File: src/rtl/seq_match_sched_if.sv
// Requester/config/result bundle between parallel producers and seq_match_sched.
// The master side drives requests and configuration; the slave side is the scheduler.
interface seq_match_sched_if #(
  parameter int NREQ   = 4,
  parameter int WORD_W = 8,
  parameter int PAT_W  = 4,
  parameter int CNT_W  = 4
);
  localparam int ID_W = (NREQ > 1) ? $clog2(NREQ) : 1;

  logic                     cfg_we;
  logic [PAT_W-1:0]         cfg_pat;
  logic [NREQ-1:0]          req;
  logic [NREQ*WORD_W-1:0]   req_data;
  logic [NREQ-1:0]          gnt;
  logic                     busy;
  logic                     bit_out;
  logic                     match;
  logic                     done;
  logic [ID_W-1:0]          done_id;
  logic [CNT_W-1:0]         hit_cnt;

  modport master (
    output cfg_we, cfg_pat, req, req_data,
    input  gnt, busy, bit_out, match, done, done_id, hit_cnt
  );

  modport slave (
    input  cfg_we, cfg_pat, req, req_data,
    output gnt, busy, bit_out, match, done, done_id, hit_cnt
  );
endinterface

File: src/rtl/seq_match_sched.sv
// Round-robin scheduler feeding one bit-serial Moore pattern matcher; each granted
// word is shifted MSB-first, overlapping hits are counted and reported with the ID.
module seq_match_sched #(
  parameter int               NREQ        = 4,
  parameter int               WORD_W      = 8,
  parameter int               PAT_W       = 4,
  parameter logic [PAT_W-1:0] PAT_DEFAULT = 4'b1010,
  parameter int               CNT_W       = 4
) (
  input logic               clk,
  input logic               reset,
  seq_match_sched_if.slave  bus
);

  localparam int ID_W  = (NREQ > 1) ? $clog2(NREQ) : 1;
  localparam int IDX_W = (WORD_W > 1) ? $clog2(WORD_W) : 1;

  typedef enum logic [1:0] {IDLE, SHIFT, REPORT} state_t;

  state_t              state_q, state_d;
  logic [ID_W-1:0]     rr_ptr_q, rr_ptr_d;
  logic [ID_W-1:0]     cur_id_q, cur_id_d;
  logic [PAT_W-1:0]    pat_q, pat_d;
  logic [PAT_W-1:0]    hist_q, hist_d, hist_nxt;
  logic [WORD_W-1:0]   sh_q, sh_d;
  logic [IDX_W-1:0]    idx_q, idx_d;
  logic [CNT_W-1:0]    cnt_q, cnt_d;
  logic                match_q, match_d;

  logic                found;
  logic [ID_W-1:0]     win;
  logic [NREQ-1:0]     gnt_d;
  logic                bit_cur;
  logic                hit;

  // Circular first-set search starting at rr_ptr.
  always_comb begin
    found = 1'b0;
    win   = '0;
    for (int unsigned k = 0; k < NREQ; k++) begin
      logic [ID_W:0] j;
      j = {1'b0, rr_ptr_q} + (ID_W+1)'(k);
      if (j >= (ID_W+1)'(NREQ)) j = j - (ID_W+1)'(NREQ);
      if (!found && bus.req[j[ID_W-1:0]]) begin
        found = 1'b1;
        win   = j[ID_W-1:0];
      end
    end
  end

  // The word is kept as a left-shifting register, so the MSB is always the current bit.
  assign bit_cur  = (state_q == SHIFT) ? sh_q[WORD_W-1] : 1'b0;
  assign hist_nxt = {hist_q[PAT_W-2:0], bit_cur};
  assign hit      = (state_q == SHIFT) && (int'(idx_q) + 1 >= PAT_W) && (hist_nxt == pat_q);

  always_comb begin
    state_d  = state_q;
    rr_ptr_d = rr_ptr_q;
    cur_id_d = cur_id_q;
    pat_d    = pat_q;
    hist_d   = hist_q;
    sh_d     = sh_q;
    idx_d    = idx_q;
    cnt_d    = cnt_q;
    match_d  = 1'b0;
    gnt_d    = '0;
    case (state_q)
      IDLE: begin
        if (bus.cfg_we) begin
          pat_d = bus.cfg_pat;
        end else if (found) begin
          gnt_d[win] = 1'b1;
          sh_d       = bus.req_data[win*WORD_W +: WORD_W];
          hist_d     = '0;
          cnt_d      = '0;
          idx_d      = '0;
          cur_id_d   = win;
          state_d    = SHIFT;
        end
      end
      SHIFT: begin
        hist_d  = hist_nxt;
        sh_d    = {sh_q[WORD_W-2:0], 1'b0};
        idx_d   = idx_q + 1'b1;
        match_d = hit;
        if (hit && (cnt_q != '1)) cnt_d = cnt_q + 1'b1;
        if (idx_q == IDX_W'(WORD_W-1)) state_d = REPORT;
      end
      REPORT: begin
        rr_ptr_d = (cur_id_q == ID_W'(NREQ-1)) ? '0 : cur_id_q + 1'b1;
        state_d  = IDLE;
      end
      default: state_d = IDLE;
    endcase
  end

  always_ff @(posedge clk or negedge reset) begin
    if (!reset) begin
      state_q  <= IDLE;
      rr_ptr_q <= '0;
      cur_id_q <= '0;
      pat_q    <= PAT_DEFAULT;
      hist_q   <= '0;
      sh_q     <= '0;
      idx_q    <= '0;
      cnt_q    <= '0;
      match_q  <= 1'b0;
    end else begin
      state_q  <= state_d;
      rr_ptr_q <= rr_ptr_d;
      cur_id_q <= cur_id_d;
      pat_q    <= pat_d;
      hist_q   <= hist_d;
      sh_q     <= sh_d;
      idx_q    <= idx_d;
      cnt_q    <= cnt_d;
      match_q  <= match_d;
    end
  end

  // cur_id/cnt are only reloaded at grant, so they double as the held result outputs.
  assign bus.gnt     = gnt_d;
  assign bus.busy    = (state_q != IDLE);
  assign bus.bit_out = bit_cur;
  assign bus.match   = match_q;
  assign bus.done    = (state_q == REPORT);
  assign bus.done_id = cur_id_q;
  assign bus.hit_cnt = cnt_q;

endmodule

File: src/flat_wrapper.sv
// flat-port wrapper written by rule: the top's interface ports become plain ports
module seq_match_sched_flat 
#(
  parameter int               NREQ        = 4,
  parameter int               WORD_W      = 8,
  parameter int               PAT_W       = 4,
  parameter logic [PAT_W-1:0] PAT_DEFAULT = 4'b1010,
  parameter int               CNT_W       = 4
)
  (clk, reset, bus_cfg_we, bus_cfg_pat, bus_req, bus_req_data, bus_gnt, bus_busy, bus_bit_out, bus_match, bus_done, bus_done_id, bus_hit_cnt);
  seq_match_sched_if #(.NREQ(NREQ), .WORD_W(WORD_W), .PAT_W(PAT_W), .CNT_W(CNT_W)) bus_i ();
  input logic clk;
  input logic reset;
  input wire logic [$bits(bus_i.cfg_we)-1:0] bus_cfg_we;
  input wire logic [$bits(bus_i.cfg_pat)-1:0] bus_cfg_pat;
  input wire logic [$bits(bus_i.req)-1:0] bus_req;
  input wire logic [$bits(bus_i.req_data)-1:0] bus_req_data;
  output wire logic [$bits(bus_i.gnt)-1:0] bus_gnt;
  output wire logic [$bits(bus_i.busy)-1:0] bus_busy;
  output wire logic [$bits(bus_i.bit_out)-1:0] bus_bit_out;
  output wire logic [$bits(bus_i.match)-1:0] bus_match;
  output wire logic [$bits(bus_i.done)-1:0] bus_done;
  output wire logic [$bits(bus_i.done_id)-1:0] bus_done_id;
  output wire logic [$bits(bus_i.hit_cnt)-1:0] bus_hit_cnt;
  assign bus_i.cfg_we = bus_cfg_we;
  assign bus_i.cfg_pat = bus_cfg_pat;
  assign bus_i.req = bus_req;
  assign bus_i.req_data = bus_req_data;
  assign bus_gnt = bus_i.gnt;
  assign bus_busy = bus_i.busy;
  assign bus_bit_out = bus_i.bit_out;
  assign bus_match = bus_i.match;
  assign bus_done = bus_i.done;
  assign bus_done_id = bus_i.done_id;
  assign bus_hit_cnt = bus_i.hit_cnt;
  seq_match_sched #(.NREQ(NREQ), .WORD_W(WORD_W), .PAT_W(PAT_W), .PAT_DEFAULT(PAT_DEFAULT), .CNT_W(CNT_W)) u_core (.clk(clk), .reset(reset), .bus(bus_i));
endmodule
File: config.mk
export PLATFORM = sky130hd
export DESIGN_NAME = seq_match_sched_flat
export DESIGN_NICKNAME = d
export VERILOG_FILES = /design/src/rtl/seq_match_sched_if.sv /design/src/rtl/seq_match_sched.sv /design/src/flat_wrapper.sv
export SDC_FILE = /design/constraint.sdc
export NUM_CORES = 1
export LEC_CHECK = 0
export CORE_UTILIZATION = 35
export DETAILED_ROUTE_END_ITERATION = 8
export HOLD_SLACK_MARGIN = 0.03
export PLACE_DENSITY_LB_ADDON = 0.2
export SLEW_MARGIN = 30
export SYNTH_ARGS = -nofsm -noshare
export SYNTH_HDL_FRONTEND = slang
export SYNTH_SLANG_ARGS = --single-unit
File: constraint.sdc
create_clock -name clk -period 2 [get_ports clk]
set_input_delay 0.3 -clock clk [delete_from_list [all_inputs] [get_ports clk]]
set_output_delay 0.3 -clock clk [all_outputs]
set_load 0.01 [all_outputs]
==> impl_metrics.yaml, run 1 <==
floorplan:
  die_area_um2: 5453
  io_pins: 57
  die_y_um: 73.85
  core_um2: 4848
  rows: 25
  fp.dieW_um: 73.85
  start_util_pct: 37.26
synthesis:
  syn_area_um2: 1807
  synth_compound_area_share_pct: 24.03
  synth_edf_count: 0
  synthFlopType: "dfrtp_1"
  synthesis.instances: 180
  synthXorXnorAreaFrac_pct: 1.939
  async_flop_share_pct: 100.0
  muxShareOfSynthArea_pct: 6.025
  synth_seq_cells: 29
  synth_top_family_by_area: "compound AO/OA/AOI/OAI gates"
  syn_avg_cell_area_um2: 10.04
  yosysSeqAreaShare_pct: 40.30
  synthesis.nets: 227
  yosys_warnings: 0
  synth-simple-area-share_pct: 19.81
  ys_types: 53
  synthAdderAreaFrac_pct: 2.770
worst_setup_path:
  cpMostUsedCell: "buf_4"
  crit_type: "reg2reg"
  r2r_slack_ps: -2
  slowest_stage: "dfrtp_1"
  worstPathCellList: "buf_4 -> o21ai_1 -> a211oi_2 -> o21ai_2 -> buf_4 -> buf_4 -> buf_4 -> buf_4 -> buf_4 -> buf_4 -> buf_4 -> nand2_1"
  cp_max_fo: 4
  arrival_ps: 2220
  cp-end-kind: "flop"
  cp_data_required_time_ps: 2220
  cp-start-kind: "flop"
  cpPeakStageDelay_ps: 410
sta:
  rsz0062_at_grt: "yes"
  fin_crit_ps: 2002
  hold_viol_final: 0
  max_freq_mhz: 499.6
  period_share_pct: 100.1
  setup_viol: 1
  timing.final.max_slew_violations: 0
  skew_ps: 4.864
  layout_setup_ws_ps: -1.512
  slew_headroom_pct: 70.47
  hold_ws_ps: 403.3
  tightest_slew_ps: 431.8
final_layout:
  post-route-util_pct: 59.77
  final_cell_count_no_fill: 353
  area_growth_syn_to_layout_pct: 60.39
  final_common_cell: "buf_4"
  drive_gt1_share_pct: 34.62
  diodes: 0
  nets: 332
  final_cell_mix: "buf_4, clkdlybuf4s50_1, dfrtp_1"
detailed_routing:
  drt-pass1-iter-count: 4
  dr.max_layer_used: "met4"
  wl_per_cell_um: 14.90
  ant_nets: 0
  detail_route.wirelength_um: 5261
  vias: 1833
  drcViolationCount: 0
  vias_per_cell: 5.193
  wl_met1_um: 2424
  drt_iter0_drc: 114
  met3_length_um: 181
  dr_wl_met2_um: 2597
pwr:
  p_leak_uw: 0.001282
  ir_drop_mv: 0.8140
  p_seq_share_pct: 29.4
  switching_share_pct: 36.79
  power.switching_uw: 1331
  p_int_uw: 2286
  power_density_nw_per_um2: 1248
  power.share.clock_pct: 14.8
  combPwrFrac_pct: 55.8
grt:
  grt_pass1_vias: 1776
  grt_pass1_wl_um: 8521
  grt_max_degree: 30
  antenna_found_initial: 0
  grt_overflow: 0
  grt_usage_pct: 21.27
cts:
  htreeDepth: 2
  postCtsHoldBufs: 0
  clk_latency_ps: 280
  cts_tree: "built"
  clock-sinks: 29
  path_clk_slew_ps: 70
  ctsRootBufferMaster: "clkbuf_8"
  cts_inserted_buffers: 5
  clk_path_buf_depth: 2
placed_design:
  place_ws_ps: -649.1
  gp_congestion: 0.8071
  port_buffers: 56
  post-place-cells: 331
  hpwl_um: 3960
outcome:
  status: "finished with violations"
  violations: "negative setup slack"
hold_path:
  min_path_type: "in2async"
run:
  drv_cap: 0
[metal layers]
| layer | vias to the layer above | global-route usage (%) |
|---|---|---|
| met2 | 47 | 34.96 |
| met1 | 888 | 28.33 |
| met3 | 4 | 4.115 |
| met5 | - | 0 |
| met4 | 0 | 6.197 |
| li1 | 894 | - |
[cells by family after synthesis]
family / count (synthesis)
DFF: 29
adders and majority gates: 4
xor gates and xnor gates: 4
muxes: 10
buffers and inverters: 12
and+or+nand+nor: 62
AOI/OAI and AO/OA: 59
[state kept, by name (all words and copies together), names as in the netlist]
signal,flops
u_core.hist_q,3
u_core.sh_q,8
u_core.pat_q,4
u_core.idx_q,3
u_core.state_q,2
u_core.bus.hit_cnt,4
u_core.rr_ptr_q,2
u_core.bus.match,1
u_core.bus.done_id,2
[power by group through the flow]
| stage | registers (µW) | logic (µW) | clock network, µW |
|---|---|---|---|
| 3_5_place_dp | 1070 | 1840 | 0 |
| 3_3_place_gp | 1060 | 1810 | 0 |
| 5_1_grt | 1100 | 2220 | 576 |
| 2_1_floorplan | 1060 | 1090 | 0 |
| 4_1_cts | 1060 | 1950 | 551 |
| 6_report | 1060 | 2020 | 535 |
[layout make-up]
class                      instances  area [µm²]
timing repair buffer             107       920.9
clock buffer                       7       96.34
clock inverter                     1       5.005
multi-input combinational        139        1052
sequential                        29       728.2
fill                             433        1951
inverter                           3       11.26
tap                               67       83.83
[cells in the mapped netlist, types with 4 or more instances]
library cell,count,area (µm²)
dfrtp_1,27,675.7
nand3_1,12,60.06
o21ai_0,10,50.05
a21oi_1,9,45.04
nor2_1,9,33.78
nand2_1,8,30.03
nor2b_1,8,50.05
mux2_2,7,78.83
a2111oi_0,6,52.55
a211o_1,6,52.55
o22ai_1,6,37.54
a22o_1,5,43.79
ha_1,4,50.05
xor2_1,4,35.03
[metrics by stage]
stage                     setup TNS (ps)  area (µm²)  power (µW)
after global placement             -6797        2648        2870
after CTS                              0        2851        3565
final                             -1.512        2898        3617
after floorplan                        0        1807        2150
after global routing              -63.76        2898        3897
after detailed placement           -7656        2648        2910
[repair_timing]
action / CTS / global route
pin swaps: 8 / 7
hold endpoints to repair: 0 / 0
gates resized for setup: 36 / 13
setup buffers: 10 / 4
setup endpoints to repair: 14 / 15
[worst paths after layout]
| check | endpoint | cells past startpoint | from |
|---|---|---|---|
| max reg2reg | u_core.bus.done_id[0]$_DFFE_PN0P_ | 12 | u_core.rr_ptr_q[1]$_DFFE_PN0P_ |
| min reg2reg | u_core.sh_q[0]$_DFFE_PN0P_ | 2 | u_core.sh_q[0]$_DFFE_PN0P_ |
| min in group clk | u_core.sh_q[0]$_DFFE_PN0P_ | 2 | u_core.sh_q[0]$_DFFE_PN0P_ |
| max | u_core.bus.done_id[0]$_DFFE_PN0P_ | 12 | u_core.rr_ptr_q[1]$_DFFE_PN0P_ |
| min | u_core.bus.done_id[1]$_DFFE_PN0P_ | 2 | reset |
| max in group asynchronous | u_core.pat_q[1]$_DFFE_PN1P_ | 2 | reset |
[critical path: cells and delay by family (launching register included)]
family	cells	cell delay [ps]
buf+inv	8	1020
compound gates	3	480
flops	1	410
simple gates	1	40
Power figures use the tool's default switching activity.
==> inputs of run 2 (changes only) <==
--- a/config.mk
+++ b/config.mk
@@ -5,11 +5,12 @@
 export SDC_FILE = /design/constraint.sdc
 export NUM_CORES = 1
 export LEC_CHECK = 0
+export ABC_CLOCK_PERIOD_IN_PS = 2000
 export CORE_UTILIZATION = 35
 export DETAILED_ROUTE_END_ITERATION = 8
 export HOLD_SLACK_MARGIN = 0.03
 export PLACE_DENSITY_LB_ADDON = 0.2
-export SLEW_MARGIN = 30
+export SLEW_MARGIN = 20
 export SYNTH_ARGS = -nofsm -noshare
 export SYNTH_HDL_FRONTEND = slang
 export SYNTH_SLANG_ARGS = --single-unit
==> constraint.sdc (replaced) <==
create_clock -name clk -period 2 [get_ports clk]
set_input_delay 0.2 -clock clk [delete_from_list [all_inputs] [get_ports clk]]
set_output_delay 0.2 -clock clk [all_outputs]
set_load 0.01 [all_outputs]
==> run 2 against run 1 <==
  * The flow now finishes without violations
  * Clock-buffer cell count stayed put
  * Register-to-register slack better by 90 ps
  * Combinational power is 2% lower
  * Worst setup slack better by 31 ps
  * Global-route usage hardly changed
  * Via count is 4.8% lower
  * Final cell count is 3.7% lower
  * Flip-flop and latch count stayed put
  * Sequential share of layout area is 0.69 points higher
  * Routed wire length is 2.7% lower
  * Clock skew is 3.1 ps higher
  * Power is 1.3% lower
  * Largest power group unchanged
==> impl_metrics.yaml, run 2 (synthesis results as in run 1) <==
worst_setup_path:
  arrival_ps: 1770
  cp-end-kind: "output pin"
  cp-start-kind: "flop"
  cpPeakStageDelay_ps: 380
  timing.rr.end: "u_core.sh_q[6]$_DFFE_PN0P_"
  r2r_slack_ps: 90
  cp_data_required_time_ps: 1800
  slowest_stage: "dfrtp_1"
  r2r_start: "u_core.rr_ptr_q[1]$_DFFE_PN0P_"
  worstPathCellList: "or2_4 -> buf_4 -> nor3_4 -> o21ai_2 -> nor3_1 -> clkbuf_2"
  reg2reg_depth: 8
  cp_max_fo: 4
  crit_type: "reg2out"
detailed_routing:
  ant_nets: 0
  drt-pass1-iter-count: 4
  drt_iter0_drc: 98
  vias: 1745
  detail_route.wirelength_um: 5118
  vias_per_cell: 5.132
  drcViolationCount: 0
  wl_per_cell_um: 15.05
pwr:
  ir_drop_mv: 0.6431
  p_leak_uw: 0.001217
  power_uw: 3571
  power_density_nw_per_um2: 1266
floorplan:
  start_util_pct: 37.26
  core_um2: 4848
  die_area_um2: 5453
  rows: 25
  fp.dieW_um: 73.85
  die_y_um: 73.85
  io_pins: 57
placed_design:
  hpwl_um: 3983
  gp_congestion: 0.8045
  port_buffers: 56
  place_ws_ps: -431.1
sta:
  hold_viol_final: 0
  rsz0062_at_grt: "yes"
  tightest_slew_ps: 477.5
  period_share_pct: 98.54
  timing.final.max_slew_violations: 0
  skew_ps: 7.986
  slew_headroom_pct: 67.90
  fin_crit_ps: 1971
  layout_setup_ws_ps: 29.24
  max_freq_mhz: 507.4
  setup_viol: 0
  fin_setup_tns_ps: 0
grt:
  grt_overflow: 0
  grt_pass1_vias: 1763
  grt_pass1_wl_um: 8576
  grt_usage_pct: 21.24
  antenna_found_initial: 0
  grt_max_degree: 30
final_layout:
  diodes: 0
  post-route-util_pct: 58.17
  final_common_cell: "clkdlybuf4s50_1"
  final_cell_mix: "clkdlybuf4s50_1, buf_4, dfrtp_1"
  area_growth_syn_to_layout_pct: 56.09
  nets: 319
  max_flop_register: "u_core.sh_q"
  drive_gt1_share_pct: 31.50
  largest_register_ffs: 8
cts:
  clk_latency_ps: 280
  cts_tree: "built"
  clock-sinks: 29
  clk_path_buf_depth: 2
  path_clk_slew_ps: 70
  postCtsHoldBufs: 0
  cts_inserted_buffers: 5
  ctsRootBufferMaster: "clkbuf_8"
  htreeDepth: 2
outcome:
  status: "finished, final reports clean"
hold_path:
  min_path_type: "in2async"
run:
  drv_cap: 0
==> run 2: final cells by class <==
class / count / area (µm²)
Fill cell: 444 / 2028
Multi-Input combinational cell: 139 / 1070
Timing Repair Buffer: 94 / 825.8
Sequential cell: 29 / 728.2
Clock buffer: 7 / 96.34
Tap cell: 67 / 83.83
Inverter: 3 / 11.26
Clock inverter: 1 / 5.005
==> run 2: repair_timing <==
action	4_1_cts	5_1_grt
endpoints found under the setup margin	5	15
pin swaps	1	2
gates resized for setup	24	15
setup buffers	1	2
==> run 2: worst max path at each step <==
stage,from,endpoint,cells after the start
after detailed placement,bus_req[3],bus_gnt[3],6
after CTS,u_core.rr_ptr_q[0]$_DFFE_PN0P_,bus_gnt[3],5
after floorplan,u_core.state_q[0]$_DFFE_PN0P_,bus_gnt[3],5
after global routing,bus_req[2],u_core.sh_q[3]$_DFFE_PN0P_,9
final,u_core.state_q[0]$_DFFE_PN0P_,bus_gnt[3],6
after global placement,bus_req[3],bus_gnt[1],6
==> run 2: per-layer routing <==
layer	share of wire [%]	global-route usage, %
met5	0	0
met2	49	35.17
met3	3.1	3.704
met1	47	28.74
met4	0.59	5.128
==> run 2: worst max-delay path: cells and delay by family, from the launching register on <==
kind,cells,cell delay [ps]
AND/OR/NAND/NOR,3,670
flip-flops,1,380
AO/OA/AOI/OAI,1,130
buffers and inverters,2,310
==> run 2: power breakdown <==
| part | internal [µW] | switching, µW |
|---|---|---|
| Combinational | 1070 | 900 |
| Clock | 311 | 228 |
| Sequential | 863 | 201 |
| Total | 2240 | 1330 |
==> run 2: stage by stage <==
step           area [µm²]  cells  hold WS (ps)
2_1_floorplan        1807    180        -95.59
3_3_place_gp         2633    329         486.7
3_5_place_dp         2633    329         479.2
4_1_cts              2778    338         328.0
5_1_grt              2820    340         353.7
6_report             2820    340         313.1
==> inputs of run 3 (changes only) <==
--- a/config.mk
+++ b/config.mk
@@ -5,7 +5,6 @@
 export SDC_FILE = /design/constraint.sdc
 export NUM_CORES = 1
 export LEC_CHECK = 0
-export ABC_CLOCK_PERIOD_IN_PS = 2000
 export CORE_UTILIZATION = 35
 export DETAILED_ROUTE_END_ITERATION = 8
 export HOLD_SLACK_MARGIN = 0.03
==> results of run 3 <==
No change in the layout: final DEF, timing and power equal those of run 2.
